**config.mk**
```make
export PLATFORM = sky130hd
export DESIGN_NAME = busca_instrucao
export DESIGN_NICKNAME = d
export VERILOG_FILES = /design/src/rtl/busca_instrucao.sv
export SDC_FILE = /design/constraint.sdc
export NUM_CORES = 1
export LEC_CHECK = 0
export ABC_AREA = 1
export CAP_MARGIN = 25
export CORE_MARGIN = 2
export CORE_UTILIZATION = 50
export CTS_CLUSTER_SIZE = 8
export DETAILED_ROUTE_END_ITERATION = 12
export HOLD_SLACK_MARGIN = 0.03
export PLACE_DENSITY_LB_ADDON = 0.1
export SETUP_SLACK_MARGIN = 0.4
export SLEW_MARGIN = 20
export SYNTH_ARGS = -nofsm -noshare
export SYNTH_HDL_FRONTEND = slang
export SYNTH_SLANG_ARGS = --single-unit
```
**constraint.sdc**
```tcl
create_clock -name clock -period 2.3 [get_ports clock]
set_input_delay 0.46 -clock clock [delete_from_list [all_inputs] [get_ports clock]]
set_output_delay 0.46 -clock clock [all_outputs]
set_load 0.02 [all_outputs]
```
**src/rtl/busca_instrucao.sv**
```systemverilog
// Instruction-fetch responder: owns the PC, strobes the instruction ROM
// and holds the fetched word plus any jump decided against it.
module busca_instrucao #(
    parameter int                ADDR_W   = 16,
    parameter logic [ADDR_W-1:0] RESET_PC = '0,
    parameter int                ROM_LAT  = 1
) (
    input  logic              clock,
    input  logic              reset,
    input  logic              controlePC,
    input  logic              Rom_sink_ren,
    input  logic              Rom_sink_cen,
    input  logic              salto_req,
    input  logic              flag_cond,
    input  logic [ADDR_W-1:0] salto_alvo,
    output logic [ADDR_W-1:0] rom_addr,
    output logic              rom_ren,
    input  logic [15:0]       rom_dado,
    output logic [15:0]       instrucao,
    output logic              inst_valida,
    output logic              ocupado,
    output logic [ADDR_W-1:0] pc_atual,
    output logic [ADDR_W-1:0] pc_link,
    output logic              req_perdida
);

    localparam int CW = (ROM_LAT > 1) ? $clog2(ROM_LAT) : 1;
    localparam logic [CW-1:0] ULTIMO = CW'(ROM_LAT - 1);

    typedef enum logic [1:0] {
        OCIOSO,
        ENDERECA,
        ESPERA,
        CAPTURA
    } estado_t;

    estado_t           estado;
    logic [CW-1:0]     cnt;
    logic              salto_pend;
    logic [ADDR_W-1:0] alvo_pend;

    logic              pedido;
    logic              salto_ok;
    logic              tomado;
    logic              salta;
    logic [ADDR_W-1:0] alvo;
    logic [ADDR_W-1:0] desl12;
    logic [ADDR_W-1:0] desl11;

    assign pedido = controlePC & Rom_sink_ren & Rom_sink_cen;

    assign desl12 = {{(ADDR_W-12){instrucao[11]}}, instrucao[11:0]};
    assign desl11 = {{(ADDR_W-11){instrucao[10]}}, instrucao[10:0]};

    // Jumps are only meaningful against a valid class-00 instruction.
    assign salto_ok = salto_req & inst_valida & (instrucao[15:14] == 2'b00);

    always_comb begin
        tomado = 1'b0;
        alvo   = pc_atual + desl12;
        case (instrucao[13:12])
            2'b00: tomado = ~flag_cond;
            2'b01: tomado = flag_cond;
            2'b10: tomado = 1'b1;
            default: begin
                tomado = 1'b1;
                alvo   = instrucao[11] ? salto_alvo
                                       : pc_atual + desl11;
            end
        endcase
    end

    assign salta = salto_ok & tomado;

    always_ff @(posedge clock or negedge reset) begin
        if (!reset) begin
            estado      <= ENDERECA;
            cnt         <= '0;
            pc_atual    <= RESET_PC;
            instrucao   <= 16'h0000;
            inst_valida <= 1'b0;
            salto_pend  <= 1'b0;
            alvo_pend   <= '0;
            req_perdida <= 1'b0;
        end else begin
            req_perdida <= pedido & (estado != OCIOSO);
            if (salta) begin
                salto_pend <= 1'b1;
                alvo_pend  <= alvo;
            end
            unique case (estado)
                OCIOSO: begin
                    if (pedido) begin
                        if (salta)
                            pc_atual <= alvo;
                        else if (salto_pend)
                            pc_atual <= alvo_pend;
                        else
                            pc_atual <= pc_atual + ADDR_W'(1);
                        salto_pend  <= 1'b0;
                        inst_valida <= 1'b0;
                        estado      <= ENDERECA;
                    end
                end
                ENDERECA: begin
                    cnt    <= '0;
                    estado <= ESPERA;
                end
                ESPERA: begin
                    if (cnt == ULTIMO)
                        estado <= CAPTURA;
                    else
                        cnt <= cnt + CW'(1);
                end
                CAPTURA: begin
                    instrucao   <= rom_dado;
                    inst_valida <= 1'b1;
                    estado      <= OCIOSO;
                end
            endcase
        end
    end

    // Gated by reset so the strobe dies the instant a fetch is aborted.
    assign rom_ren  = (estado == ENDERECA) & reset;
    assign rom_addr = pc_atual;
    assign ocupado  = (estado != OCIOSO);
    assign pc_link  = pc_atual + ADDR_W'(1);

endmodule

```
==> results.json, run 1 <==
{
  "dieArea_um2": 9094,
  "antenna_found_initial": 0,
  "stdcell_count": 869,
  "syn_avg_cell_area_um2": 6.721,
  "cp_data_required_time_ns": 1.84,
  "worst-r2r-cell-count": 10,
  "initial_core_util_pct": 51.32,
  "pin_count": 107,
  "fmax_mhz": 447.3,
  "synthFlopType": "dfrtp_1",
  "cts_tree": "done",
  "synth.distinct_cells": 37,
  "synthArstFlopShare_pct": 100.0,
  "min_period_ns": 2.235,
  "synth_area_um2": 4174,
  "gp_congestion": 0.9475,
  "via_per_inst": 5.693,
  "drt_iter0_markers": 360,
  "drc": 0,
  "dieHeight_um": 95.37,
  "worstMarginPinSlew_ns": 0.7136,
  "utilization_pct": 80.45,
  "wl_met1_um": 5839,
  "top_layer": "met4",
  "skew_ns": 0.01299,
  "hold_class": "in2async",
  "yosysTopAreaCell": "dfrtp_1",
  "synth-seq-area-share_pct": 31.80,
  "vias": 4947,
  "final_hold_viol_count": 0,
  "ant_nets": 0,
  "cp-start-kind": "flop",
  "netlist_instances": 621,
  "routed_wirelength_um": 15420,
  "cp_data_arrival_time_ns": 1.78,
  "cp_max_fo": 6,
  "maxSlewViolCount": 0,
  "setup-violations-final": 0,
  "grt_start_max_net_pins": 54,
  "layout_common_cells": "nand2_1 (143), inv_1 (65), nor2_1 (52)",
  "critPathKind": "reg2out",
  "grt_pass1_wl_um": 21220,
  "synthTopCellsByArea": "dfrtp_1 (31%), nand2_1 (17%), ha_1 (7.5%)",
  "clk_pin_slew_ns": 0.10,
  "drtPass1Iterations": 5,
  "endpoint_kind": "output pin",
  "synth_seq_cells": 53,
  "reg2reg_to": "pc_atual[4]$_DFFE_PN0P_",
  "clockBufferDepth": 2,
  "timing.slew.headroom_pct": 52.43,
  "cts_root_buf": "clkbuf_8",
  "wl_per_cell_um": 17.75,
  "core.rowCount": 33,
  "clk_latency_ns": 0.32,
  "synth.net_count": 686,
  "fin_hold_ws_ns": 0.3695,
  "die_x_um": 95.37,
  "reg2reg_from": "pc_atual[1]$_DFFE_PN0P_",
  "place_hpwl_um": 9618,
  "r2r_setup_slack_ns": 0.17,
  "drive_gt1_share_pct": 33.38,
  "antennaDiodeCount": 0,
  "grt_usage_pct": 30.46,
  "fp.coreArea_um2": 8134,
  "yosys_warnings": 0,
  "ctsHoldBuffers": 0,
  "rsz0062_at_grt": "yes",
  "overflow": 0,
  "areaGrowthSynthToFinish_pct": 56.77,
  "cap_violations": 0,
  "portBuffers": 106,
  "final_common_cell": "nand2_1",
  "status": "finished, final reports clean",
  "wl_met2_um": 7745,
  "fin_crit_sh_pct": 97.19,
  "cts_buffers": 5,
  "synth_top_area_share_pct": 31.18,
  "clock_sinks": 53,
  "grt_pass1_vias": 4520,
  "num-nets-final": 828,
  "dp_cells": 829,
  "synth_edf_count": 0,
  "htree_num_levels": 2,
  "wl_met3_um": 1041,
  "fin_setup_tns_ns": 0
}
## logic make-up (layout without fill, tap and decap cells)
family	count (synthesis)	after routing	synth area share (%)
buffers and inverters	106	249	11.21
and+or+nand+nor	321	321	32.64
adders and majority gates	26	26	7.974
xor gates and xnor gates	16	16	3.717
DFF	53	53	31.80
AOI/OAI and AO/OA	99	99	12.65
## per-layer routing
metal / up-vias / global-route usage [%]
li1: 2259 / -
met1: 2338 / 36.63
met2: 273 / 55.28
met3: 77 / 4.427
met4: 0 / 10.51
met5: - / 0
## how the worst max path moves through the flow
| stage | from | to | cells after the start |
|---|---|---|---|
| final | pc_atual[1]$_DFFE_PN0P_ | pc_link[9] | 9 |
| after global routing | pc_atual[1]$_DFFE_PN0P_ | pc_link[9] | 9 |
| after CTS | pc_atual[0]$_DFFE_PN0P_ | pc_link[9] | 8 |
| after detailed placement | pc_atual[0]$_DFFE_PN0P_ | pc_link[8] | 7 |
| after global placement | pc_atual[0]$_DFFE_PN0P_ | pc_link[6] | 7 |
| after floorplan | pc_atual[0]$_DFFE_PN0P_ | alvo_pend[12]$_DFFE_PN0P_ | 13 |
## worst max-delay path, cell delays in order, from the launching register on
cell and delay [ns]:
dfrtp_2 0.44, buf_6 0.12, nand3_4 0.08, nor2_4 0.14
nand2_4 0.09, nor2_8 0.16, nand2_4 0.07, xor2_2 0.16
inv_1 0.07, buf_6 0.13
## stage by stage
stage	cell area [um^2]	worst slack, ns
final	6544	0.06456
after floorplan	4193	0.3949
after CTS	5817	0.1461
after global placement	5420	0.06349
after detailed placement	5420	0.002906
after global routing	6544	0.005766
## synth_stat cells (4+ instances only)
library cell  number
dfrtp_1           52
nand4_1            8
nand3_1           34
a31oi_1            7
o21ai_1            5
nand2_1          188
buf_2              5
buf_4             17
ha_1              25
nor2_1            64
xnor2_1            6
inv_1             72
o21ai_0           37
clkbuf_1           9
a21oi_1           42
nor3_1             8
xor2_1             8
nand3b_1           4
## sequential cells by signal, summed over array words and instances, names as in the netlist
| register | count |
|---|---|
| req_perdida | 1 |
| estado | 2 |
| pc_atual | 16 |
| inst_valida | 1 |
| alvo_pend | 16 |
| salto_pend | 1 |
| instrucao | 16 |
## repair_timing
action,CTS,global route
endpoints found under the setup margin,78,49
gates cloned,0,0
pin swaps,20,60
resized for setup,162,167
buffers inserted,15,17
hold endpoints to repair,0,0
## final cells by class
cell class              instances  area (um^2)
repair buffers                167         1567
clock inverters                 2        13.76
inverters                      74        277.8
flip-flops and latches         53         1344
multi-input cells             462         3138
clock buffers                   6        72.57
fillers                       527         1590
well taps                     105        131.4
Power of run 1 is left out: the tool's default activity adds up to more than one toggle a clock period on the data nets, which glitch-free logic cannot reach.
==> run 2, diff against run 1 <==
CAP_MARGIN = 5   (was 25)
SLEW_MARGIN = not set   (was 20)
==> results of run 2 <==
Same layout as run 1: the final DEF is identical, and so are final timing and power.
Power of run 2 is left out for the same reason.
==> run 3, diff against run 2 <==
SETUP_SLACK_MARGIN = not set   (was 0.4)
==> run 3 against run 2 <==
Routed wire length fell by 15%. Clock-buffer cell count did not move. Fmax fell by 1.5%. Non-clock buffer count fell by 26. Die area did not move. Cell count fell by 3.0%. Register-to-register slack got worse by 0.02 ns. Clock skew fell by 0.0014 ns. Sequential cell count did not move. Cell area fell by 15%. Sequential share of layout area rose by 3.4 points. Largest cell class unchanged.
==> results.json, run 3 (synthesis gave the netlist of run 1 again) <==
{
  "status": "finished, final reports clean",
  "antenna_found_initial": 0,
  "place_hpwl_um": 10020,
  "total_power_mw": 10.27,
  "timing.slew.headroom_pct": 51.57,
  "rsz0062_at_grt": "yes",
  "clk_latency_ns": 0.31,
  "crit_path_end": "pc_link[13]",
  "multi_input_area_um2": 2447,
  "overflow": 0,
  "dieHeight_um": 95.37,
  "p_leak_nw": 2.819,
  "cp_data_arrival_time_ns": 1.81,
  "min_period_ns": 2.270,
  "cp_max_fo": 5,
  "setup-violations-final": 0,
  "reg_top3": "alvo_pend (16), instrucao (16), pc_atual (16)",
  "wl_per_cell_um": 15.57,
  "cts_tree": "done",
  "worst-r2r-cell-count": 10,
  "routed_wirelength_um": 13130,
  "hold_class": "in2async",
  "fin_area_um2": 5573,
  "path_cells": "clkinvlp_4 > nor3_2 > nand4_1 > nand2_1 > clkdlybuf4s15_1",
  "utilization_pct": 68.51,
  "cap_violations": 0,
  "die_x_um": 95.37,
  "htree_num_levels": 2,
  "vias": 4531,
  "cp-start-kind": "flop",
  "initial_core_util_pct": 51.32,
  "dpl_cell_area_um2": 5424,
  "cts_buffers": 5,
  "fill_cells": 714,
  "dieArea_um2": 9094,
  "fp.coreArea_um2": 8134,
  "layout_common_cells": "nand2_1 (184), clkdlybuf4s50_1 (90), inv_1 (70)",
  "critPathMaxStageDelay_ns": 0.44,
  "p_per_area_nw_per_um2": 1842,
  "endpoint_kind": "output pin",
  "fin_hold_ws_ns": 0.3913,
  "fmax_mhz": 440.5,
  "ant_nets": 0,
  "antennaDiodeCount": 0,
  "ctsHoldBuffers": 0,
  "fin_setup_tns_ns": 0,
  "areaGrowthSynthToFinish_pct": 33.51,
  "critPathKind": "reg2out",
  "num-nets-final": 802,
  "grt_start_max_net_pins": 54,
  "skew_ns": 0.01160,
  "gp_congestion": 0.9109,
  "drc": 0,
  "peakVddDrop_uv": 766.2,
  "slowest_stage": "dfrtp_2",
  "maxSlewViolCount": 0,
  "final_common_cell": "nand2_1",
  "worstMarginPinSlew_ns": 0.7264,
  "core.rowCount": 33,
  "clk_pin_slew_ns": 0.11,
  "drtPass1Iterations": 5,
  "reg2reg_to": "alvo_pend[8]$_DFFE_PN0P_",
  "cp_data_required_time_ns": 1.84,
  "via_per_inst": 5.375,
  "clock_sinks": 53,
  "drt_iter0_markers": 179,
  "drive_gt1_share_pct": 12.20,
  "portBuffers": 106,
  "fin_crit_sh_pct": 98.71,
  "crit_path_start": "pc_atual[6]$_DFFE_PN0P_",
  "r2r_setup_slack_ns": 0.15,
  "final_hold_viol_count": 0,
  "seq_area_um2": 1334,
  "cts_root_buf": "clkbuf_8",
  "reg2reg_from": "pc_atual[0]$_DFFE_PN0P_",
  "grt_pass1_vias": 4403,
  "pin_count": 107,
  "grt_pass1_wl_um": 20980,
  "grt_usage_pct": 29.81,
  "clockBufferDepth": 2
}
-- run 3: cell count changes in the layout (fill, tap and decap cells not counted), sizes merged --
cell and change:
buf -40, clkbuf +5, clkdlybuf4s15 +3, clkdlybuf4s50 +39, clkinvlp +1, dlygate4sd2 -26
dlymetal6s2s -7, inv -1
-- run 3: worst max-delay path: cells and delay by family, from the launching register on --
kind,cells,cell delay [ns]
and+or+nand+nor,3,0.55
DFF,1,0.44
buffers and inverters,2,0.51
-- run 3: cell type report --
| cell class | count | share of cell area (%) |
|---|---|---|
| Clock buffer | 6 | 1.302 |
| Multi-Input combinational cell | 462 | 43.92 |
| Clock inverter | 2 | 0.2470 |
| Sequential cell | 53 | 23.93 |
| Inverter | 74 | 5.052 |
| Tap cell | 105 | 2.357 |
| Timing Repair Buffer | 141 | 23.19 |
-- run 3: metal layers --
layer,routed length (um),global-route usage (%),vias to the layer above
li1,-,-,2204
met1,5607,37.91,2113
met2,6357,51.64,179
met3,716,3.874,35
met4,448,10.99,0
met5,0,0,-
-- run 3: power breakdown --
group | internal [mW] | switching [mW] | total, mW
registers | 1.40 | 0.447 | 1.85
clock network | 0.219 | 0.345 | 0.564
logic | 3.13 | 4.73 | 7.85
total | 4.75 | 5.52 | 10.3
-- run 3: how the worst min path moves through the flow --
stage / start / end / slack, ns / depth (start not counted)
finish: reset / instrucao[11]$_DFFE_PN0P_ / 0.39 / 2
global route: reset / pc_atual[11]$_DFFE_PN0P_ / 0.45 / 2
CTS: reset / instrucao[11]$_DFFE_PN0P_ / 0.43 / 2
detailed placement: alvo_pend[6]$_DFFE_PN0P_ / alvo_pend[6]$_DFFE_PN0P_ / 0.46 / 2
global placement: alvo_pend[6]$_DFFE_PN0P_ / alvo_pend[6]$_DFFE_PN0P_ / 0.46 / 2
floorplan: reset / alvo_pend[0]$_DFFE_PN0P_ / 0.16 / 0
-- run 3: metrics by stage --
step                      std cells  worst slack, ns
after detailed placement        832          0.03141
after global placement          832          0.02743
after global routing            843         -0.06916
after floorplan                 621           0.2701
final                           843          0.02965
after CTS                       840         0.007540
-- run 3: what timing repair did --
action / in CTS / in global routing
endpoints found under the setup margin: 15 / 32
pin swaps: 1 / 3
cloned: 0 / 0
resized for setup: 22 / 37
setup buffers: 0 / 3
(Power assumes the default switching activity.)
